--- src/rtl/dtmf_pkg.sv ---
// Shared definitions for the DTMF tone sequencer: state encoding,
// default burst/gap durations, keypad codes and tone bit indices.
package dtmf_pkg;

   // Sequencer states
   typedef enum logic [1:0] {
      IDLE = 2'd0,
      TONE = 2'd1,
      GAP  = 2'd2
   } state_t;

   // Default durations in 1 MHz clock cycles (100 ms each)
   localparam int DEF_TONE_CYCLES = 100000;
   localparam int DEF_GAP_CYCLES  = 100000;

   // Keypad codes: [3:2] = row index, [1:0] = column index
   localparam logic [3:0] KEY_1    = 4'b0000;
   localparam logic [3:0] KEY_2    = 4'b0001;
   localparam logic [3:0] KEY_3    = 4'b0010;
   localparam logic [3:0] KEY_A    = 4'b0011;
   localparam logic [3:0] KEY_4    = 4'b0100;
   localparam logic [3:0] KEY_5    = 4'b0101;
   localparam logic [3:0] KEY_6    = 4'b0110;
   localparam logic [3:0] KEY_B    = 4'b0111;
   localparam logic [3:0] KEY_7    = 4'b1000;
   localparam logic [3:0] KEY_8    = 4'b1001;
   localparam logic [3:0] KEY_9    = 4'b1010;
   localparam logic [3:0] KEY_C    = 4'b1011;
   localparam logic [3:0] KEY_STAR = 4'b1100;
   localparam logic [3:0] KEY_0    = 4'b1101;
   localparam logic [3:0] KEY_HASH = 4'b1110;
   localparam logic [3:0] KEY_D    = 4'b1111;

   // Bit positions of each tone within row_clks / col_clks
   localparam int ROW_697  = 0;
   localparam int ROW_770  = 1;
   localparam int ROW_852  = 2;
   localparam int ROW_941  = 3;
   localparam int COL_1209 = 0;
   localparam int COL_1336 = 1;
   localparam int COL_1477 = 2;
   localparam int COL_1633 = 3;

endpackage

--- src/rtl/dtmf_tone_mux.sv ---
// Combinational row/column tone select and 2-bit sum for one key code.
// Kept separate so a receiver-side loopback checker can reuse it.
module dtmf_tone_mux (
   input  logic [3:0] row_clks,
   input  logic [3:0] col_clks,
   input  logic [3:0] key,
   output logic [1:0] level
);

   logic [3:0] row_hit;
   logic [3:0] col_hit;

   // One-hot gate each tone by the key's row and column index
   genvar gi;
   generate
      for (gi = 0; gi < 4; gi++) begin : g_sel
         assign row_hit[gi] = row_clks[gi] & (key[3:2] == 2'(gi));
         assign col_hit[gi] = col_clks[gi] & (key[1:0] == 2'(gi));
      end
   endgenerate

   // Zero-extended sum: at most 1 + 1 = 2, so two bits never overflow
   assign level = {1'b0, |row_hit} + {1'b0, |col_hit};

endmodule

--- src/rtl/dtmf_tone_sequencer.sv ---
// DTMF tone sequencer: accepts keypad codes through a one-deep buffer and
// emits, per key, a fixed tone burst (row + column square wave sum)
// followed by a fixed silent gap.
module dtmf_tone_sequencer
   import dtmf_pkg::*;
#(
   parameter int TONE_CYCLES = DEF_TONE_CYCLES,
   parameter int GAP_CYCLES  = DEF_GAP_CYCLES,
   parameter int CNT_W       = 17
) (
   input  logic       inclk,
   input  logic       reset,
   input  logic [3:0] row_clks,
   input  logic [3:0] col_clks,
   input  logic       key_valid,
   input  logic [3:0] key_code,
   output logic       key_ready,
   input  logic       flush,
   output logic [1:0] tone_level,
   output logic       tone_active,
   output logic [3:0] key_out
);

   localparam logic [CNT_W-1:0] TONE_LAST = CNT_W'(TONE_CYCLES - 1);
   localparam logic [CNT_W-1:0] GAP_LAST  = CNT_W'(GAP_CYCLES - 1);

   state_t           state_reg, state_next;
   logic [CNT_W-1:0] cnt_reg, cnt_next;
   logic             buf_full_reg;
   logic [3:0]       buf_code_reg;
   logic [3:0]       key_out_reg;
   logic [1:0]       tone_level_reg;
   logic             tone_active_reg;
   logic             load;
   logic             accept;
   logic [1:0]       mux_level;

   // Ready only when the buffer is free and the block is out of reset
   assign key_ready = !buf_full_reg && !reset;
   // A key offered together with flush is dropped
   assign accept    = key_valid && key_ready && !flush;

   dtmf_tone_mux u_mux (
      .row_clks (row_clks),
      .col_clks (col_clks),
      .key      (key_out_reg),
      .level    (mux_level)
   );

   // Next-state, duration counter and buffer-load decision
   always_comb begin
      state_next = state_reg;
      cnt_next   = cnt_reg;
      load       = 1'b0;
      case (state_reg)
         IDLE: begin
            if (buf_full_reg) begin
               load       = 1'b1;
               cnt_next   = '0;
               state_next = TONE;
            end
         end
         TONE: begin
            if (cnt_reg == TONE_LAST) begin
               cnt_next   = '0;
               state_next = GAP;
            end else begin
               cnt_next = cnt_reg + 1'b1;
            end
         end
         GAP: begin
            if (cnt_reg == GAP_LAST) begin
               cnt_next = '0;
               if (buf_full_reg) begin
                  // Chain straight into the next burst, skipping IDLE
                  load       = 1'b1;
                  state_next = TONE;
               end else begin
                  state_next = IDLE;
               end
            end else begin
               cnt_next = cnt_reg + 1'b1;
            end
         end
         default: begin
            cnt_next   = '0;
            state_next = IDLE;
         end
      endcase
   end

   // State, counter, pending buffer and sounded key registers
   always_ff @(posedge inclk) begin
      if (reset) begin
         state_reg    <= IDLE;
         cnt_reg      <= '0;
         buf_full_reg <= 1'b0;
         buf_code_reg <= '0;
         key_out_reg  <= '0;
      end else if (flush) begin
         // Abort: key_out deliberately keeps the last sounded code
         state_reg    <= IDLE;
         cnt_reg      <= '0;
         buf_full_reg <= 1'b0;
      end else begin
         state_reg <= state_next;
         cnt_reg   <= cnt_next;
         if (load) begin
            key_out_reg <= buf_code_reg;
         end
         // accept only happens with an empty buffer, load only with a full
         // one, so the two never collide on the same entry
         if (accept) begin
            buf_full_reg <= 1'b1;
            buf_code_reg <= key_code;
         end else if (load) begin
            buf_full_reg <= 1'b0;
         end
      end
   end

   // Registered tone outputs, silent outside the burst
   always_ff @(posedge inclk) begin
      if (reset || flush) begin
         tone_level_reg  <= 2'd0;
         tone_active_reg <= 1'b0;
      end else begin
         tone_level_reg  <= (state_reg == TONE) ? mux_level : 2'd0;
         tone_active_reg <= (state_reg == TONE);
      end
   end

   assign tone_level  = tone_level_reg;
   assign tone_active = tone_active_reg;
   assign key_out     = key_out_reg;

endmodule
--- config.mk ---
export PLATFORM = sky130hd
export DESIGN_NAME = dtmf_tone_sequencer
export DESIGN_NICKNAME = d
export VERILOG_FILES = /design/src/rtl/dtmf_pkg.sv /design/src/rtl/dtmf_tone_mux.sv /design/src/rtl/dtmf_tone_sequencer.sv
export SDC_FILE = /design/constraint.sdc
export NUM_CORES = 1
export LEC_CHECK = 0
export CAP_MARGIN = 30
export CORE_ASPECT_RATIO = 0.9
export CORE_MARGIN = 2
export CORE_UTILIZATION = 36
export CTS_BUF_LIST = sky130_fd_sc_hd__clkbuf_16
export DETAILED_ROUTE_END_ITERATION = 16
export DONT_BUFFER_PORTS = 1
export PLACE_DENSITY = 0.58
export SYNTH_ARGS = -nofsm -noshare
export SYNTH_HDL_FRONTEND = slang
export SYNTH_HIERARCHICAL = 1
export SYNTH_SLANG_ARGS = --single-unit
--- constraint.sdc ---
create_clock -name inclk -period 2.6 [get_ports inclk]
set_clock_uncertainty 0.1 [all_clocks]
set_input_delay 0 -clock inclk [delete_from_list [all_inputs] [get_ports inclk]]
set_output_delay 0 -clock inclk [all_outputs]
set_load 0.005 [all_outputs]
==> metrics, run 1 <==
startpoint of the worst-slack reg-to-reg timing path=state_reg[1]$_SDFFE_PP0P_; Ys Warns=6; Max H-tree Level=2; Slew HR=0.665; CP Class=reg -> reg; WHS=42.2 ps; Largest register FFs=17; routability cong.=0.846; Hold Crit Endpoint=buf_code_reg[1]$_SDFFE_PP0P_; # resized after CTS=0; Tmin final=2180 ps; Synth Register Bits=31; vias=1277; r2r setup slk=420 ps; # DRC=0; # rows=23; cells after synthesis=176; Post-Syn Area=1610 sq um; starting density of the core=0.369; top cell type's share of synthesized area=0.385; Total Power=1.09 mW; # diodes=0; final std cell area, no fill=1880 sq um; WP data required=2700 ps; commonest cells in the netlist=31 x dfxtp_1, 26 x nor2_1, 14 x nand2_1, 10 x nand3_1; max-slew violation count=0; non-filler instance count after layout=248; pwr dens=576 nW/um^2; MaxCap Viol Count=0; area leader, netlist=dfxtp_1; startpoint types=flip-flop; Max Freq=0.459 GHz; syn avg cell area=9.16 sq um; Final Setup Violations=0; Pleak=0.663 nW; Fin Setup TNS=0 ps; nets=207; total track usage=0.149; final core occ=0.430; synthesis-to-layout area growth=16.8%; core region area=4370 sq um; Worst path slowest cell=dfxtp_1; port bufs=0; first-pass iteration count of the detailed router=4; top post-synthesis cells by area=dfxtp_1 38%, nor2_1 6.1%, mux2i_1 5.6%; cts bufs inserted=5; Top FF cell, synth=dfxtp_1; RR Endpoint=cnt_reg[9]$_SDFFE_PP0P_; hold_sp=key_valid; Crit. End Element=flip-flop; VDD IR max=0.263 mV; EDFF count, synth=0; Min-Delay Path Depth=3; CP Max Fanout=14; pre-CTS setup slack=484 ps; die span in y=67.5 microns; final hold viol count=0; root buf cell=clkbuf_16; worst skew pair latency=280 ps; CTS sink count=31; crit path cell chain=inv_1 > ha_1 > nor2b_1 > buf_4 > nor3_1 > a41o_1 > nand2_1 > a21oi_1; Final Cycle Share=0.838; layout cells sized above 1=0.0968; first-pass GRT wire length=5.64 mm; die area=5030 sq um; WP buf/inv=2; number of global-route vias before repair=1146; run status=finished, final reports clean; unrepaired setup endpoints after global routing=no; WL per Instance=13.6 microns; syn_nets=198; grt ovf=0; synth unique cells=41; Placed Cells=233; family with the most delay on the worst path=simple AND/OR/NAND/NOR gates; Synth async-reset ratio=0; clock buffer depth=2; CTS tree=yes; max incr delay on CP=400 ps; number of DRC markers in iteration 0=83; Die W=74.6 microns; post-DP HPWL=2.37 mm; Routed WL=3.37 mm; ANT nets after route=0; area of placed instances=1670 sq um; Vias/cell=5.15; Worst R2R Path Depth=8; most numerous cell in the Yosys netlist=dfxtp_1; Clock transition at path regs=50 ps; post-synthesis sequential area ratio=0.385; PnR worst setup slack=422 ps; Worst Path Arrival=2280 ps; initial antenna violation count=0; Least-Margin Pin Slew=498 ps; largest net degree at the start of global routing=15; min-delay worst type=in -> reg; I/O Pins=24
[final cells by class]
class / instances / area (sq um)
Tap cell: 62 / 77.6
Inverter: 3 / 11.3
Clock buffer: 5 / 125
Clock inverter: 3 / 15.0
Sequential cell: 31 / 621
Timing Repair Buffer: 8 / 77.6
Multi-Input combinational cell: 136 / 956
Fill cell: 433 / 2490
[metal layers]
layer	wire length (microns)	up-vias	GRT usage
met5	0	-	0
met4	85	0	0.0603
met3	120	7	0.0493
met2	1560	22	0.211
met1	1600	604	0.205
li1	-	644	-
[cells by family (layout without fill, tap and decap cells)]
| family | count (synthesis) | after routing | synth area share |
|---|---|---|---|
| AND/OR/NAND/NOR | 84 | 84 | 0.297 |
| XOR/XNOR | 10 | 10 | 0.0543 |
| buffers and inverters | 9 | 19 | 0.0225 |
| multiplexers | 11 | 11 | 0.0838 |
| flip-flops | 31 | 31 | 0.385 |
| adder cells (fa/ha/maj) | 6 | 6 | 0.0465 |
| AO/OA/AOI/OAI | 25 | 25 | 0.111 |
[worst max-delay path by stage]
stage | endpoint | depth (start not counted) | from | slack, ps
2_1_floorplan | cnt_reg[10]$_SDFFE_PP0P_ | 8 | state_reg[0]$_SDFFE_PP0P_ | 670
3_3_place_gp | cnt_reg[9]$_SDFFE_PP0P_ | 8 | state_reg[1]$_SDFFE_PP0P_ | 490
3_5_place_dp | cnt_reg[9]$_SDFFE_PP0P_ | 8 | state_reg[1]$_SDFFE_PP0P_ | 480
4_1_cts | cnt_reg[9]$_SDFFE_PP0P_ | 8 | state_reg[1]$_SDFFE_PP0P_ | 470
5_1_grt | cnt_reg[13]$_SDFFE_PP0P_ | 6 | cnt_reg[0]$_SDFFE_PP0P_ | 250
6_report | cnt_reg[9]$_SDFFE_PP0P_ | 8 | state_reg[1]$_SDFFE_PP0P_ | 420
[layout by cell type, fill, tap and decap left out, drive strengths merged, types with 3 or more instances in the layout]
| cell type | netlist | layout |
|---|---|---|
| xor2 | 7 | 7 |
| nand2 | 14 | 14 |
| inv | 3 | 3 |
| and3 | 8 | 8 |
| nor2b | 3 | 3 |
| dfxtp | 31 | 31 |
| nor2 | 26 | 26 |
| nand3 | 10 | 10 |
| ha | 6 | 6 |
| xnor2 | 3 | 3 |
| nor4 | 4 | 4 |
| a21oi | 10 | 10 |
| dlygate4sd3 | 0 | 7 |
| clkbuf | 3 | 5 |
| mux2i | 9 | 9 |
| o21ai | 5 | 5 |
| nor3 | 5 | 5 |
[repair_timing]
action                                 4_1_cts  5_1_grt
endpoints found under the hold margin       22        0
setup buffers                                0        0
hold buffers                                 7        0
[where the power goes]
part	switching, mW	leakage, nW	internal, mW
logic	0.0325	0.348	0.0247
clock network	0.196	0.0649	0.347
registers	0.00470	0.250	0.481
total	0.233	0.663	0.852
[tightest hold or removal path, delay by kind of cell]
family	cells	cell delay, ps
simple gates	2	260
mux	1	120
Note: power is estimated with default switching activity, not from simulation.
==> run 2, diff against run 1 <==
clock period = 2.15 ns   (was 2.6 ns; I/O delays follow)
==> metrics, run 2 (synthesis gave the netlist of run 1 again) <==
Least-Margin Pin Slew=516 ps (was 498 ps); vias=1310 (was 1277); final core occ=0.447 (was 0.430); final hold viol count=0 (unchanged); synthesis-to-layout area growth=21.3% (was 16.8%); Final Setup Violations=0 (unchanged); clock buffer depth=2 (unchanged); Total Power=1.32 mW (was 1.09 mW); Max Freq=0.510 GHz (was 0.459 GHz); Die W=74.6 microns (unchanged); met2 WL=1.60 mm (was 1.56 mm); Worst Path Arrival=2060 ps (was 2280 ps); total track usage=0.147 (was 0.149); Largest register FFs=17 (unchanged); routability cong.=0.831 (was 0.846); nets=215 (was 207); Min-Delay Path Depth=3 (unchanged); first-pass GRT wire length=5.51 mm (was 5.64 mm); # diodes=0 (unchanged); Crit. End Element=flip-flop (unchanged); grt ovf=0 (unchanged); max-slew violation count=0 (unchanged); first-pass iteration count of the detailed router=4 (unchanged); metal3 WL=114 microns (was 120 microns); WP data required=2250 ps (was 2700 ps); Hold Crit Endpoint=buf_code_reg[0]$_SDFFE_PP0P_ (was buf_code_reg[1]$_SDFFE_PP0P_); root buf cell=clkbuf_16 (unchanged); pwr dens=674 nW/um^2 (was 576 nW/um^2); port bufs=0 (unchanged); run status=finished, final reports clean (unchanged); hold_sp=key_valid (unchanged); Pleak=0.716 nW (was 0.663 nW); Routed WL=3.34 mm (was 3.37 mm); VDD IR max=0.257 mV (was 0.263 mV); RR Endpoint=cnt_reg[10]$_SDFFE_PP0P_ (was cnt_reg[9]$_SDFFE_PP0P_); r2r setup slk=190 ps (was 420 ps); CP Class=reg -> reg (unchanged); number of global-route vias before repair=1190 (was 1146); WL per Instance=13.1 microns (was 13.6 microns); most frequent cells in the layout=31 x dfxtp_1, 26 x nor2_1, 14 x nand2_1, 10 x nand3_1 (unchanged); startpoint of the worst-slack reg-to-reg timing path=cnt_reg[0]$_SDFFE_PP0P_ (was state_reg[1]$_SDFFE_PP0P_); CTS tree=yes (unchanged); starting density of the core=0.369 (unchanged); core region area=4370 sq um (unchanged); unrepaired setup endpoints after global routing=no (unchanged); Tmin final=1960 ps (was 2180 ps); Fin Setup TNS=0 ps (unchanged); CP Max Fanout=6 (was 14); cts bufs inserted=5 (unchanged); Clock transition at path regs=50 ps (about the same); largest net degree at the start of global routing=13 (was 15); die area=5030 sq um (unchanged); min-delay worst type=in -> reg (unchanged); MaxCap Viol Count=0 (unchanged); Final Cycle Share=0.911 (was 0.838); ANT nets after route=0 (unchanged); worst skew pair latency=270 ps (was 280 ps); # DRC=0 (unchanged); # rows=23 (unchanged); startpoint types=flip-flop (unchanged); Worst R2R Path Depth=7 (was 8); I/O Pins=24 (unchanged); top routing layer used=met4 (unchanged); Worst Setup SP=cnt_reg[0]$_SDFFE_PP0P_ (was state_reg[1]$_SDFFE_PP0P_); # resized after CTS=0 (unchanged); number of DRC markers in iteration 0=83 (unchanged); CTS sink count=31 (unchanged); die span in y=67.5 microns (unchanged); post-DP HPWL=2.43 mm (was 2.37 mm); met1 WL=1.58 mm (was 1.60 mm); initial antenna violation count=0 (unchanged); layout cells sized above 1=0.129 (was 0.0968); most common cell after layout, fill and taps aside=dfxtp_1 (unchanged); Vias/cell=5.12 (was 5.15); Max H-tree Level=2 (unchanged); Slew HR=0.656 (was 0.665)
[run 2: how the worst max path moves through the flow]
stage                          endpoint  slack [ps]  cells after the start
2_1_floorplan  cnt_reg[10]$_SDFFE_PP0P_         220                      8
3_3_place_gp   cnt_reg[10]$_SDFFE_PP0P_         260                      7
3_5_place_dp   cnt_reg[10]$_SDFFE_PP0P_         180                      7
4_1_cts        cnt_reg[10]$_SDFFE_PP0P_         140                      7
5_1_grt        cnt_reg[12]$_SDFFE_PP0P_          70                      7
6_report       cnt_reg[10]$_SDFFE_PP0P_         190                      7
[run 2: per-stage QoR]
stage	std cells	cell area (sq um)	worst slack, ps	hold WS [ps]
2_1_floorplan	176	1610	219	43.9
3_3_place_gp	240	1740	257	-65.7
3_5_place_dp	240	1740	180	-68.5
4_1_cts	256	1960	137	44.0
5_1_grt	256	1960	73.6	79.3
6_report	256	1960	191	52.6
[run 2: metal layers]
| metal | vias up | GRT usage |
|---|---|---|
| li1 | 659 | - |
| met4 | 0 | 0.0759 |
| met2 | 29 | 0.221 |
| met1 | 615 | 0.188 |
| met5 | - | 0 |
| met3 | 7 | 0.0463 |
[run 2: power breakdown]
part           switching, mW  internal, mW
Combinational         0.0407        0.0374
Clock                  0.236         0.417
Sequential           0.00511         0.582
Total                  0.282          1.04
[run 2: timing repair]
action,in CTS,in global routing
endpoints found under the setup margin,0,2
endpoints found under the hold margin,22,0
buffers inserted,0,0
hold buffers,8,0
[run 2: layout make-up]
type                            count  area, sq um
Clock buffer                        5          125
Clock inverter                      3         12.5
Fill cell                         429         2420
Inverter                            3         11.3
Multi-Input combinational cell    136          956
Sequential cell                    31          621
Tap cell                           62         77.6
Timing Repair Buffer               16          153
[run 2: critical path: stages (launching register included)]
cell     delay (ps)
dfxtp_1         410
ha_1            200
buf_4           130
nand3_1         120
nor4_4          460
and4b_1         240
o21ai_0          80
a21oi_1         140
